==> config.mk <==
export PLATFORM = sky130hd
export DESIGN_NAME = dpram_sync
export DESIGN_NICKNAME = d
export VERILOG_FILES = /design/src/rtl/dpram_pkg.sv /design/src/rtl/dpram_rdpipe.sv /design/src/rtl/dpram_sync.sv
export SDC_FILE = /design/constraint.sdc
export NUM_CORES = 1
export LEC_CHECK = 0
export ABC_CLOCK_PERIOD_IN_PS = 5400
export CELL_PAD_IN_SITES_DETAIL_PLACEMENT = 1
export CELL_PAD_IN_SITES_GLOBAL_PLACEMENT = 1
export CORE_MARGIN = 2
export CORE_UTILIZATION = 49
export CTS_CLUSTER_DIAMETER = 50
export DETAILED_ROUTE_END_ITERATION = 8
export PLACE_DENSITY = 0.84
export SLEW_MARGIN = 25
export SYNTH_ARGS = -nofsm -noshare
export SYNTH_HDL_FRONTEND = slang
export SYNTH_HIERARCHICAL = 1
export SYNTH_SLANG_ARGS = --single-unit
export TNS_END_PERCENT = 20
==> constraint.sdc <==
create_clock -name clk -period 5.4 [get_ports clk]
set_input_delay 1.62 -clock clk [delete_from_list [all_inputs] [get_ports clk]]
set_output_delay 1.62 -clock clk [all_outputs]
set_load 0.01 [all_outputs]
==> src/rtl/dpram_pkg.sv <==
// Shared constants and clear-sequencer state encoding for the dpram_sync dual-port RAM.
package dpram_pkg;

  localparam logic OP_READ  = 1'b0;
  localparam logic OP_WRITE = 1'b1;

  localparam int RDW_READ_FIRST  = 0;
  localparam int RDW_WRITE_FIRST = 1;

  localparam int PRIO_A = 0;
  localparam int PRIO_B = 1;

  typedef enum logic {
    ST_CLEAR = 1'b0,
    ST_RUN   = 1'b1
  } state_t;

endpackage

==> src/rtl/dpram_rdpipe.sv <==
// Read-return pipeline: delays {valid, data} by STAGES registers and holds the last data between pulses.
module dpram_rdpipe #(
  parameter int DW     = 8,
  parameter int STAGES = 1
) (
  input  logic          clk,
  input  logic          rst,
  input  logic          in_val,
  input  logic [DW-1:0] in_data,
  output logic          val,
  output logic [DW-1:0] dout
);

  generate
    if (STAGES == 0) begin : g_pass
      assign val  = in_val;
      assign dout = in_data;
    end else begin : g_pipe
      logic [STAGES-1:0] v_q;
      logic [DW-1:0]     d_q [STAGES];

      // Data registers only load alongside a valid bit so the output holds its last read value.
      always_ff @(posedge clk or posedge rst) begin
        if (rst) begin
          v_q <= '0;
          for (int i = 0; i < STAGES; i++) begin
            d_q[i] <= '0;
          end
        end else begin
          v_q[0] <= in_val;
          if (in_val) begin
            d_q[0] <= in_data;
          end
          for (int i = 1; i < STAGES; i++) begin
            v_q[i] <= v_q[i-1];
            if (v_q[i-1]) begin
              d_q[i] <= d_q[i-1];
            end
          end
        end
      end

      assign val  = v_q[STAGES-1];
      assign dout = d_q[STAGES-1];
    end
  endgenerate

endmodule

==> src/rtl/dpram_sync.sv <==
// Single-clock true dual-port RAM with post-reset clear sequencer, write-collision priority,
// selectable read-during-write behaviour and a configurable read latency per port.
module dpram_sync
  import dpram_pkg::*;
#(
  parameter int          DW        = 8,
  parameter int          AW        = 3,
  parameter int          RD_LAT    = 2,
  parameter logic [DW-1:0] INIT_VAL = '0,
  parameter int          COLL_PRIO = 0,
  parameter int          RDW_MODE  = 0
) (
  input  logic          clk,
  input  logic          rst,
  output logic          init_busy,
  input  logic          ena,
  input  logic          wea,
  input  logic [AW-1:0] addra,
  input  logic [DW-1:0] dina,
  output logic [DW-1:0] douta,
  output logic          vala,
  input  logic          enb,
  input  logic          web,
  input  logic [AW-1:0] addrb,
  input  logic [DW-1:0] dinb,
  output logic [DW-1:0] doutb,
  output logic          valb,
  output logic          coll
);

  localparam int          DEPTH    = 2**AW;
  localparam logic [AW:0] LAST_PTR = (AW+1)'(DEPTH - 1);

  state_t        state, state_next;
  logic [AW:0]   ptr, ptr_next;
  logic          clr_we;
  logic          run;
  logic          wr_a, wr_b, rd_a, rd_b;
  logic          same_addr, wcoll;
  logic          keep_a, keep_b;
  logic [DW-1:0] rdata_a, rdata_b;
  logic          s0_val_a, s0_val_b;
  logic [DW-1:0] s0_dat_a, s0_dat_b;
  logic [DW-1:0] mem [DEPTH];

  always_ff @(posedge clk or posedge rst) begin
    if (rst) begin
      state     <= ST_CLEAR;
      ptr       <= '0;
      init_busy <= 1'b1;
    end else begin
      state     <= state_next;
      ptr       <= ptr_next;
      init_busy <= (state_next == ST_CLEAR);
    end
  end

  // CLEAR writes one word per cycle and hands over to RUN after the last address.
  always_comb begin
    state_next = state;
    ptr_next   = ptr;
    clr_we     = 1'b0;
    case (state)
      ST_CLEAR: begin
        clr_we   = 1'b1;
        ptr_next = ptr + 1'b1;
        if (ptr == LAST_PTR) begin
          state_next = ST_RUN;
        end
      end
      ST_RUN: begin
        state_next = ST_RUN;
      end
    endcase
  end

  assign run       = (state == ST_RUN);
  assign wr_a      = run && ena && (wea == OP_WRITE);
  assign wr_b      = run && enb && (web == OP_WRITE);
  assign rd_a      = run && ena && (wea == OP_READ);
  assign rd_b      = run && enb && (web == OP_READ);
  assign same_addr = (addra == addrb);
  assign wcoll     = wr_a && wr_b && same_addr;
  assign keep_a    = wr_a && !(wcoll && (COLL_PRIO == PRIO_B));
  assign keep_b    = wr_b && !(wcoll && (COLL_PRIO == PRIO_A));

  always_ff @(posedge clk) begin
    if (clr_we) begin
      mem[ptr[AW-1:0]] <= INIT_VAL;
    end
    if (keep_a) begin
      mem[addra] <= dina;
    end
    if (keep_b) begin
      mem[addrb] <= dinb;
    end
  end

  // A reading port can only clash with the other port's write; write-first forwards that data.
  always_comb begin
    rdata_a = mem[addra];
    rdata_b = mem[addrb];
    if ((RDW_MODE == RDW_WRITE_FIRST) && keep_b && same_addr) begin
      rdata_a = dinb;
    end
    if ((RDW_MODE == RDW_WRITE_FIRST) && keep_a && same_addr) begin
      rdata_b = dina;
    end
  end

  always_ff @(posedge clk or posedge rst) begin
    if (rst) begin
      s0_val_a <= 1'b0;
      s0_val_b <= 1'b0;
      s0_dat_a <= '0;
      s0_dat_b <= '0;
      coll     <= 1'b0;
    end else begin
      s0_val_a <= rd_a;
      s0_val_b <= rd_b;
      coll     <= wcoll;
      if (rd_a) begin
        s0_dat_a <= rdata_a;
      end
      if (rd_b) begin
        s0_dat_b <= rdata_b;
      end
    end
  end

  dpram_rdpipe #(
    .DW     (DW),
    .STAGES (RD_LAT - 1)
  ) u_pipe_a (
    .clk     (clk),
    .rst     (rst),
    .in_val  (s0_val_a),
    .in_data (s0_dat_a),
    .val     (vala),
    .dout    (douta)
  );

  dpram_rdpipe #(
    .DW     (DW),
    .STAGES (RD_LAT - 1)
  ) u_pipe_b (
    .clk     (clk),
    .rst     (rst),
    .in_val  (s0_val_b),
    .in_data (s0_dat_b),
    .val     (valb),
    .dout    (doutb)
  );

endmodule

; After elaboration in Yosys (flattened, before gate mapping)
; Memory sizes are Yosys's and may differ from the RTL's. A register that Yosys moved wholly into a read port is not among the register bits.
; Cells that the tools add are included.
[word_totals]
output_inout_bits = 20
reg_bits = 27
word_cells = 39
n_memories = 1
in_bits = 28
ramBits = 64
[op_classes]
reduce_logical = 11
bitwise = 4
eq_ne = 2
n_addsub = 1
n_mux = 10
[mem_list]
columns = name, depth, word_bits, read_ports, rd_ports_with_merged_regs, write_ports, line
row1 = mem, 8, 8, 2, 2, 2, dpram_sync.sv:44  ; logic [DW-1:0] mem [DEPTH];
[op_table]
columns = op, count
row1 = 1-bit logical AND, 9
row2 = 8-bit 2-to-1 mux, 1
row3 = 8-bit OR reduction, 1
row4 = 1-bit 2-to-1 mux, 7
row5 = 4-bit by 1-bit adder with 4-bit output (second input constant), 1
row6 = 4-bit by 3-bit == test with 1-bit output (second input constant), 1
row7 = 1-bit NOT, 4
row8 = 3-bit == test, 1
row9 = 3-bit 2-to-1 mux, 1
row10 = 1-bit case mux with 2 select lines, 1
row11 = 1-bit logical NOT, 1

; Depth between registers and ports, before layout
; Gate-level depths: netlist of the first run.
[logic_depth]
ltp_word = 8
ltp_mapped = 6
ltp_nobuf = 4

; Modules after synthesis
; The synthesis of the first run kept the hierarchy.
[by_module_without_submodules]
columns = module, seq_area_each_um2, n_inst, area_each_um2, cells_each
row1 = dpram_sync, 2548.7, 1, 4992.3, 371
row2 = dpram_rdpipe, 225.2, 2, 360.3, 19

; Worst setup path after synthesis of the first run
; Ideal clock, no wire load.
[synth_path]
kind = input-to-reg
from = in ena
to = mem mem[4][0], enable pin
slack_ns = 1.780
n_path_buf = 2
cell_stages = 5
arrival_ns = 3.236
setup_ns = 0.384
cell_sequence = and3_1 -> clkbuf_1 -> clkbuf_1 -> mux2_2 -> o21ai_0
[synth_rtl]
columns = item, line
row1 = from (decl), dpram_sync.sv:16  ; input logic ena,
row2 = to (decl), dpram_sync.sv:44

==> results of run 1 <==
[metrics by stage]
step / util / cells / hold WS, ps / cell area (um^2) / total power, W
after floorplan: - / 409 / 374 / 5710 / 0.00112
after global placement: 0.549 / 577 / 460 / 6270 / 0.00122
after detailed placement: 0.549 / 577 / 465 / 6270 / 0.00124
after CTS: 0.578 / 593 / 477 / 6600 / 0.00196
after global routing: 0.578 / 593 / 491 / 6600 / 0.00201
final: 0.578 / 593 / 470 / 6600 / 0.00194
[power groups by stage]
stage / Combinational, W / Clock [W] / Sequential (W)
2_1_floorplan: 0.000153 / 0 / 0.000963
3_3_place_gp: 0.000264 / 0 / 0.000959
3_5_place_dp: 0.000277 / 0 / 0.000965
4_1_cts: 0.000278 / 0.000731 / 0.000947
5_1_grt: 0.000297 / 0.000757 / 0.000952
6_report: 0.000276 / 0.000721 / 0.000946
[registers in the layout, indices dropped and copies added, names as in the netlist, 4 cells and up]
| name | flops |
|---|---|
| u_pipe_a/dout | 8 |
| ptr | 4 |
| u_pipe_b/dout | 8 |
| s0_dat_b | 8 |
| mem | 64 |
| s0_dat_a | 8 |
[layout by cell type (no fill, tap or decap), drive strengths merged, types with 5 or more instances in the layout]
cell,count
nor2b,7
inv,11
o21ai,16
mux4,18
a21oi,9
nor2,13
dfrtp,42
mux2i,23
a21o,5
clkdlybuf4s50,46
mux2,86
and2,9
nand3,9
buf,11
xnor2,6
nand2,17
edfxtp,64
clkbuf,9
nand4,5
[area by class of cell]
class                   instances  area [um^2]  share of cell area
repair buffers                 57          541              0.0819
flip-flops and latches        107         3000               0.455
inverters                       9         33.8             0.00512
multi-input cells             261         2520               0.382
well taps                     143          179              0.0271
clock buffers                   9          225              0.0341
clock inverters                 7         97.6              0.0148
[cell families after synthesis]
group	synth area share
DFF	0.525
adders and majority gates	0.00219
and+or+nand+nor	0.0734
muxes	0.291
buffers and inverters	0.0337
AOI/OAI and AO/OA	0.0653
xor gates and xnor gates	0.00920
[metal layers]
metal	up-vias	wire [um]	share of wire	GRT usage
met5	-	0	0	0
met4	0	269	0.017	0.0659
met2	138	7600	0.49	0.432
met1	1877	6760	0.43	0.347
met3	23	971	0.062	0.0740
li1	1631	-	-	-
[synthesized netlist by cell type, drive strengths merged, types with 3 or more instances]
library cell	number
mux2	86
edfxtp	64
dfrtp	42
mux2i	23
clkbuf	18
mux4	18
nand2	17
o21ai	16
buf	14
nor2	13
a21oi	9
and2	9
inv	9
nand3	9
nor2b	7
xnor2	6
a21o	5
nand4	5
a22oi	4
a31oi	4
and4	3
[worst register-to-register path: cells and delay by family, from the launching register on]
| kind | cells | cell delay [ps] |
|---|---|---|
| AOI/OAI and AO/OA | 1 | 450 |
| DFF | 1 | 610 |
| and+or+nand+nor | 3 | 1570 |
[path summary, 6_finish.rpt]
path	cells past startpoint	end	slack, ps	startpoint
worst max-delay path	5	mem[2][5]	1370	ena
max in group asynchronous	2	init_busy	3350	rst
worst min register to register	1	ptr[3]	470	ptr[3]
worst max register to register	4	mem[2][5]	2430	run
worst min-delay path	1	ptr[3]	470	ptr[3]
min in group asynchronous	2	u_pipe_b/dout[4]	1620	rst
==> key figures, run 1 <==
GRT
  – Gr usage total: 0.262
  – Number of global-route vias before repair: 3,961
  – First-pass GRT wire length: 24.3 mm
  – Largest net degree at the start of global routing: 30
  – Overflow after GRT: 0
  – Initial antenna violation count: 0

Setup path
  – Crit path max fanout: 15
  – CP peak stage delay: 670 ps
  – Slowest cell on the critical path: and3_1
  – Critical path buffers and inverters: 1
  – Arr. time, crit path: 4040 ps
  – Kind of cell adding the most delay to the critical path: simple AND/OR/NAND/NOR gates
  – CP Cell Sequence: clkdlybuf4s50_1 > and3_1 > nand4_2 > and4_1 > o21bai_1
  – CP startpoint kind: primary input
  – CP endpoint kind: flip-flop
  – Critical Path RT: 5420 ps
  – Setup CP Type: primary input to flip-flop

Floorplan
  – Die area: 12,500 um^2
  – Io pins: 48
  – Chip Height: around 110 um
  – Row count: 39
  – Initial Util: 0.500
  – Chip Width: 112 um
  – Core area: 11,400 um^2

Power
  – Static Leak: around 2.7 nW
  – Part of the power in combinational logic: 0.142
  – Clock Power Share: 0.371
  – Switching portion of total power: 0.242
  – Switch Pwr: 0.000470 W
  – Maximum VDD drop: 312 uV
  – Flop pwr share: 0.487
  – Cell Pwr Density: 295 nW/um^2
  – P_int: ~0.0015 W

Clock tree
  – Clock Sinks: 107
  – Clk_lat worst skew: between 300 and 400 ps
  – Postcts setup bufs: 0
  – Clock Tree Root: clkbuf_16
  – Clk pin slew, worst setup/hold paths: roughly 70 ps
  – Num CTS Buffers: 9
  – CTS tree: done
  – PostCTS Resize Cnt: 0
  – Cts hold-fix bufs: 0
  – H-tree depth: 3
  – Maximum clock path buffer count: 2

Logic synthesis
  – Synth warnings: 6
  – Register bit total from synthesis: about 110
  – Top cell type's share of synthesized area: 0.336
  – Yosys top cell by area: edfxtp_1
  – Netlist Area Pre-Place: 5710 um^2
  – Number of synthesized flops with an enable pin: 64
  – Post-synth net total: 438
  – Avg Cell Area, Syn: 14.0 um^2
  – Seq/Total Area, Yosys: 0.525
  – Ys flop type: edfxtp_1
  – Post-synthesis instance total: 409
  – Synth cell types: between 40 and 50
  – Ys async rst share: 0.402
  – Synth top area cells: edfxtp_1 (34%), dfrtp_1 (18%), mux2_2 (14%)

Placement
  – Gp weighted congestion: ~0.93
  – Port-buffer cells: 47
  – Hpwl dp: 11.5 mm
  – Pre-CTS WS: 888 ps

STA
  – Setup Viol. Count Final: 0
  – Part of the cycle the worst path needs: 0.746
  – Setup ws final: roughly 1400 ps
  – Setup TNS: 0 ps
  – Final Hold Violating Endpoints: 0
  – Max Clock Skew: roughly 10 ps
  – Fmax: 248 MHz
  – Max Slew Vio Count: 0
  – Tmin final: 4030 ps
  – Slew headroom: 0.415
  – Worst Tran Pin Value: 875 ps
  – RSZ-0062 raised after global routing: no

Cells and area
  – N_diodes: 0
  – Area Growth Syn to Fin: 15.5%
  – Fill cell count: about 1,100
  – Layout cells sized above 1: 0.316
  – Final nets: 474

Status
  – Status: finished clean

Detailed routing
  – DR iter-0 viols: 223
  – Drt wl/cell: 26.3 um
  – Post-Route WL: 15.6 mm
  – Vias per Instance: 6.19
  – Routed via count: 3,669
  – First-pass DRT Iterations: 5
  – Final ANT Viol Nets: 0
  – # DRC: 0

Min path
  – Worst Hold Class: flip-flop to flip-flop

Run
  – Max cap viols: 0
(Power assumes the default switching activity.)
==> run 2: changes to the inputs <==
--- a/config.mk
+++ b/config.mk
@@ -5,14 +5,14 @@
 export SDC_FILE = /design/constraint.sdc
 export NUM_CORES = 1
 export LEC_CHECK = 0
-export ABC_CLOCK_PERIOD_IN_PS = 5400
+export ABC_CLOCK_PERIOD_IN_PS = 3200
 export CELL_PAD_IN_SITES_DETAIL_PLACEMENT = 1
 export CELL_PAD_IN_SITES_GLOBAL_PLACEMENT = 1
 export CORE_MARGIN = 2
-export CORE_UTILIZATION = 49
+export CORE_UTILIZATION = 44
 export CTS_CLUSTER_DIAMETER = 50
 export DETAILED_ROUTE_END_ITERATION = 8
-export PLACE_DENSITY = 0.84
+export PLACE_DENSITY = 0.8
 export SLEW_MARGIN = 25
 export SYNTH_ARGS = -nofsm -noshare
 export SYNTH_HDL_FRONTEND = slang
==> constraint.sdc (replaced) <==
create_clock -name clk -period 3.2 [get_ports clk]
set_input_delay 0.96 -clock clk [delete_from_list [all_inputs] [get_ports clk]]
set_output_delay 0.96 -clock clk [all_outputs]
set_load 0.01 [all_outputs]
==> run 2 against run 1 <==
Effect of this change: sequential power up 69%; die area rose by 11%; first-iteration DRC count down 4.0%; non-clock buffer count grew 26; via count grew 2.9%; highest routed layer unchanged; largest power group unchanged; clock skew fell by 2.4 ps; critical path depth rose by 1; sequential cell count stayed put; final area up 4.4%.
==> key figures, run 2 (synthesis gave the netlist of run 1 again) <==
STA
  – RSZ-0062 raised after global routing: no (unchanged)
  – Setup Viol. Count Final: 0 (unchanged)
  – Max Clock Skew: 7.79 ps (was 10.2 ps)
  – Worst Tran Pin Value: 628 ps (was 875 ps)
  – Final Hold Violating Endpoints: 0 (unchanged)
  – Fmax: between 300 and 400 MHz
  – Fin Hold WS: 477 ps (was 470 ps)
  – Max Slew Vio Count: 0 (unchanged)
  – Slew headroom: 0.580 (was 0.415)
  – Setup ws final: 129 ps (was 1370 ps)
  – Part of the cycle the worst path needs: 0.960
  – Setup TNS: 0 ps (unchanged)
  – Tmin final: 3070 ps

Run
  – Max cap viols: 0 (unchanged)

Floorplan
  – Io pins: 48 (unchanged)
  – Chip Width: 118 um (was 112 um)
  – Initial Util: 0.451 (was 0.500)
  – Row count: 41 (was 39)
  – Chip Height: 118 um (was 112 um)
  – Core area: 12,700 um^2 (was 11,400 um^2)
  – Die area: 13,900 um^2 (was 12,500 um^2)

Power
  – Static Leak: 2.81 nW (was 2.66 nW)
  – Maximum VDD drop: 264 uV (was 312 uV)
  – Cell Pwr Density: 467 nW/um^2 (was 295 nW/um^2)

Setup path
  – Crit path max fanout: 9 (was 15)
  – CP endpoint kind: flip-flop (unchanged)
  – CP startpoint kind: primary input (unchanged)
  – CP peak stage delay: 560 ps (was 670 ps)
  – Setup CP Type: primary input to flip-flop (unchanged)
  – Arr. time, crit path: 3130 ps (was 4040 ps)
  – Kind of cell adding the most delay to the critical path: buffers and inverters (was simple AND/OR/NAND/NOR gates)
  – Critical Path RT: 3260 ps (was 5420 ps)
  – CP Cell Sequence: clkdlybuf4s50_1 > buf_4 > nor2b_1 > nand4_2 > o21ai_0 > buf_4 (was clkdlybuf4s50_1 > and3_1 > nand4_2 > and4_1 > o21bai_1)
  – Critical path buffers and inverters: 3 (was 1)
  – Top cell by count, worst path: buf_4
  – Slowest cell on the critical path: clkdlybuf4s50_1 (was and3_1)

Clock tree
  – Clock Tree Root: clkbuf_16 (unchanged)
  – Postcts setup bufs: 0 (unchanged)
  – H-tree depth: 3 (unchanged)
  – PostCTS Resize Cnt: 0 (unchanged)
  – Maximum clock path buffer count: 2 (unchanged)
  – Clk pin slew, worst setup/hold paths: 70 ps (about the same)
  – Clock Sinks: 107 (unchanged)
  – CTS tree: done (unchanged)
  – Clk_lat worst skew: 360 ps (about the same)
  – Cts hold-fix bufs: 0 (unchanged)
  – Num CTS Buffers: 9 (unchanged)

Placement
  – Gp weighted congestion: 0.848 (was 0.930)
  – Hpwl dp: 11.6 mm (was 11.5 mm)
  – Port-buffer cells: 47 (unchanged)
  – Pre-CTS WS: -162 ps (was 888 ps)

GRT
  – First-pass GRT wire length: 24.8 mm (was 24.3 mm)
  – Largest net degree at the start of global routing: 26 (was 30)
  – Number of global-route vias before repair: 4,079 (was 3,961)
  – Initial antenna violation count: 0 (unchanged)
  – Gr usage total: 0.241 (was 0.262)
  – Overflow after GRT: 0 (unchanged)

Cells and area
  – Most flops, register: mem (unchanged)
  – Final nets: 500 (was 474)
  – N_diodes: 0 (unchanged)
  – Max FFs per register: 64 (unchanged)
  – Layout cells sized above 1: 0.349 (was 0.316)
  – Fill cell count: 1,294 (was 1,094)
  – Final core occ: 0.543 (was 0.578)
  – Commonest non-fill, non-tap cells in the layout: mux2_2 (70), edfxtp_1 (64), clkdlybuf4s50_1 (46), dfrtp_1 (42), buf_4 (29) (was mux2_2 (70), edfxtp_1 (64), clkdlybuf4s50_1 (46), dfrtp_1 (42), mux2i_1 (23))
  – Area Growth Syn to Fin: 20.5% (was 15.5%)
  – Most common cell after layout, fill and taps aside: mux2_2 (unchanged)

Detailed routing
  – Vias per Instance: 5.83 (was 6.19)
  – Post-Route WL: 16.1 mm (was 15.6 mm)
  – # DRC: 0 (unchanged)
  – Final ANT Viol Nets: 0 (unchanged)
  – DR iter-0 viols: 214 (was 223)
  – Routed via count: 3,776 (was 3,669)
  – Drt wl/cell: 24.8 um (was 26.3 um)
  – First-pass DRT Iterations: 4 (was 5)

Min path
  – Worst Hold Class: flip-flop to flip-flop (unchanged)

Status
  – Status: finished clean (unchanged)
-- run 2: final timing paths --
| check | start | to | slack [ps] | cells past startpoint |
|---|---|---|---|---|
| worst max-delay path | addrb[0] | mem[5][6] | 130 | 6 |
| worst min-delay path | ptr[3] | ptr[3] | 480 | 1 |
| worst max register to register | run | mem[5][6] | 630 | 5 |
| worst min register to register | ptr[3] | ptr[3] | 480 | 1 |
| max in group asynchronous | rst | init_busy | 1870 | 3 |
| min in group asynchronous | rst | u_pipe_a/dout[4] | 960 | 2 |
-- run 2: power by group --
group	switching, W	internal (W)	leakage, nW
Clock	0.000517	0.000605	0.141
Combinational	0.000225	0.000272	1.46
Sequential	0.0000527	0.00154	1.21
-- run 2: layout make-up --
cell class                 instances  area, um^2  share of cell area
clock inverter                     7        67.6             0.00981
inverter                           9        33.8             0.00491
tap                              172         215              0.0313
clock buffer                       9         225              0.0327
timing repair buffer              83         823               0.120
multi-input combinational        261        2520               0.366
sequential                       107        3000               0.436
-- run 2: worst register-to-register path: cells and delay by family (launching register included) --
family	cells	cell delay, ps
AND/OR/NAND/NOR	1	310
AO/OA/AOI/OAI	1	420
flip-flops	1	590
multiplexers	1	410
buffers and inverters	2	550
-- run 2: per-layer routing --
metal / track usage / part of all wire / up-vias
li1: - / - / 1686
met1: 0.298 / 0.42 / 1928
met2: 0.412 / 0.51 / 125
met3: 0.0514 / 0.049 / 37
met4: 0.0941 / 0.030 / 0
met5: 0 / 0 / -
-- run 2: per-stage QoR --
step	power, W	instances	area (um^2)
floorplan	0.00188	409	5710
global placement	0.00209	632	6590
global route	0.00333	648	6890
detailed placement	0.00212	632	6590
CTS	0.00324	648	6890
finish	0.00322	648	6890
==> run 3: changes to the inputs <==
--- a/config.mk
+++ b/config.mk
@@ -5,14 +5,13 @@
 export SDC_FILE = /design/constraint.sdc
 export NUM_CORES = 1
 export LEC_CHECK = 0
-export ABC_CLOCK_PERIOD_IN_PS = 3200
+export ABC_CLOCK_PERIOD_IN_PS = 3300
 export CELL_PAD_IN_SITES_DETAIL_PLACEMENT = 1
 export CELL_PAD_IN_SITES_GLOBAL_PLACEMENT = 1
-export CORE_MARGIN = 2
-export CORE_UTILIZATION = 44
+export CORE_UTILIZATION = 49
 export CTS_CLUSTER_DIAMETER = 50
 export DETAILED_ROUTE_END_ITERATION = 8
-export PLACE_DENSITY = 0.8
+export PLACE_DENSITY = 0.84
 export SLEW_MARGIN = 25
 export SYNTH_ARGS = -nofsm -noshare
 export SYNTH_HDL_FRONTEND = slang
==> constraint.sdc (replaced) <==
create_clock -name clk -period 3.3 [get_ports clk]
set_input_delay 0.99 -clock clk [delete_from_list [all_inputs] [get_ports clk]]
set_output_delay 0.99 -clock clk [all_outputs]
set_load 0.01 [all_outputs]
==> run 3 against run 2 <==
Effect of this change: clock skew is 4.1 ps lower; sequential cell count stayed put; sequential share of layout area is 1.1 points higher; largest cell class unchanged; largest power group unchanged; register-to-register slack better by 320 ps; first-iteration DRC count is 46% higher; final cell count is 5.9% lower.
==> key figures, run 3 (synthesis gave the netlist of run 1 again) <==
Power
  – Static Leak: 2.76 nW (was 2.81 nW)
  – Cell Pwr Density: 467 nW/um^2 (about the same)
  – Maximum VDD drop: 481 uV (was 264 uV)
  – Tot Pwr: 0.00314 W (was 0.00322 W)

GRT
  – Overflow after GRT: 0 (unchanged)
  – Number of global-route vias before repair: 3,917 (was 4,079)
  – Gr usage total: 0.273 (was 0.241)
  – Initial antenna violation count: 0 (unchanged)
  – First-pass GRT wire length: 23.1 mm (was 24.8 mm)
  – Largest net degree at the start of global routing: 29 (was 26)

Floorplan
  – Chip Height: 110 um (was 118 um)
  – Chip Width: 110 um (was 118 um)
  – Die area: 12,100 um^2 (was 13,900 um^2)
  – Row count: 39 (was 41)
  – Io pins: 48 (unchanged)
  – Core area: 11,400 um^2 (was 12,700 um^2)
  – Initial Util: 0.502 (was 0.451)

Setup path
  – Kind of cell adding the most delay to the critical path: simple AND/OR/NAND/NOR gates (was buffers and inverters)
  – CP startpoint kind: primary input (unchanged)
  – CP endpoint kind: flip-flop (unchanged)
  – Slowest cell on the critical path: clkdlybuf4s50_1 (unchanged)
  – Setup CP Type: primary input to flip-flop (unchanged)
  – Arr. time, crit path: 3040 ps (was 3130 ps)
  – Top cell by count, worst path: nand4_2 (was buf_4)
  – CP Cell Sequence: clkdlybuf4s50_1 > xnor2_1 > nand4_2 > nand4_2 > o21ai_0 > buf_4 (was clkdlybuf4s50_1 > buf_4 > nor2b_1 > nand4_2 > o21ai_0 > buf_4)
  – Critical Path RT: 3410 ps (was 3260 ps)
  – CP peak stage delay: 500 ps (was 560 ps)
  – Critical path buffers and inverters: 2 (was 3)
  – Crit path max fanout: 9 (unchanged)

Placement
  – Gp weighted congestion: 0.922 (was 0.848)
  – Pre-CTS WS: 15.9 ps (was -162 ps)
  – Port-buffer cells: 47 (unchanged)
  – Hpwl dp: 11.0 mm (was 11.6 mm)

Detailed routing
  – Final ANT Viol Nets: 0 (unchanged)
  – DR iter-0 viols: 312 (was 214)
  – # DRC: 0 (unchanged)
  – Drt wl/cell: 25.1 um (was 24.8 um)
  – Routed via count: 3,814 (was 3,776)
  – Post-Route WL: 15.3 mm (was 16.1 mm)
  – Vias per Instance: 6.25 (was 5.83)
  – First-pass DRT Iterations: 4 (unchanged)

Cells and area
  – Final core occ: 0.591 (was 0.543)
  – Most common cell after layout, fill and taps aside: mux2_2 (unchanged)
  – Area Growth Syn to Fin: 17.6% (was 20.5%)
  – Layout cells sized above 1: 0.340 (was 0.349)
  – Most flops, register: mem (unchanged)
  – N_diodes: 0 (unchanged)
  – Final nets: 491 (was 500)
  – Max FFs per register: 64 (unchanged)
  – Commonest non-fill, non-tap cells in the layout: mux2_2 (70), edfxtp_1 (64), clkdlybuf4s50_1 (46), dfrtp_1 (42), buf_4 (27) (was mux2_2 (70), edfxtp_1 (64), clkdlybuf4s50_1 (46), dfrtp_1 (42), buf_4 (29))

Status
  – Status: finished clean (unchanged)

Run
  – Max cap viols: 0 (unchanged)

STA
  – Fmax: 341 MHz
  – Max Clock Skew: 3.74 ps (was 7.79 ps)
  – Fin Hold WS: 477 ps (about the same)
  – RSZ-0062 raised after global routing: no (unchanged)
  – Worst Tran Pin Value: 586 ps (was 628 ps)
  – Part of the cycle the worst path needs: 0.888
  – Final Hold Violating Endpoints: 0 (unchanged)
  – Setup TNS: 0 ps (unchanged)
  – Setup ws final: 371 ps (was 129 ps)
  – Setup Viol. Count Final: 0 (unchanged)
  – Tmin final: 2930 ps
  – Max Slew Vio Count: 0 (unchanged)
  – Slew headroom: 0.608 (was 0.580)

Clock tree
  – Clk pin slew, worst setup/hold paths: 70 ps (about the same)
  – PostCTS Resize Cnt: 0 (unchanged)
  – Postcts setup bufs: 0 (unchanged)
  – H-tree depth: 3 (unchanged)
  – CTS tree: done (unchanged)
  – Cts hold-fix bufs: 0 (unchanged)
  – Clock Sinks: 107 (unchanged)
  – Maximum clock path buffer count: 2 (unchanged)
  – Clock Tree Root: clkbuf_16 (unchanged)
  – Clk_lat worst skew: 350 ps (was 360 ps)
  – Num CTS Buffers: 9 (unchanged)

Min path
  – Worst Hold Class: flip-flop to flip-flop (unchanged)
run 3: path summary, 6_finish.rpt:
kind	slack [ps]	endpoint	cells past startpoint	start
max in group asynchronous	1940	init_busy	3	rst
max reg2reg	950	mem[5][3]	5	run
max	370	mem[5][3]	6	addra[2]
min in group asynchronous	980	u_pipe_b/dout[4]	2	rst
min reg2reg	480	ptr[3]	1	ptr[3]
min	480	ptr[3]	1	ptr[3]
run 3: worst reg2reg max path, stage by stage (launching register included):
cell     delay (ps)
dfrtp_1         570
and3_1          340
buf_4           280
mux2_2          420
o21ai_0         190
buf_4           240
run 3: layout make-up:
cell class,count,area (um^2)
Inverter,9,33.8
Sequential cell,107,3000
Clock inverter,2,11.3
Timing Repair Buffer,74,668
Fill cell,1115,4650
Clock buffer,14,308
Multi-Input combinational cell,261,2520
Tap cell,143,179
run 3: where the power goes:
group	switching (W)	internal [W]
Clock	0.000475	0.000648
Sequential	0.0000502	0.00150
Combinational	0.000215	0.000254
Total	0.000740	0.00240
run 3: metal layers:
metal  track usage  wire [um]  part of all wire
met5             0          0                 0
met4         0.103        470             0.031
met3        0.0664       1080             0.070
met2         0.458       7630              0.50
met1         0.340       6160              0.40
run 3: per-stage QoR:
step	cell area (um^2)	instances
after floorplan	5710	409
after global placement	6400	594
after detailed placement	6400	594
after CTS	6720	610
after global routing	6720	610
final	6720	610
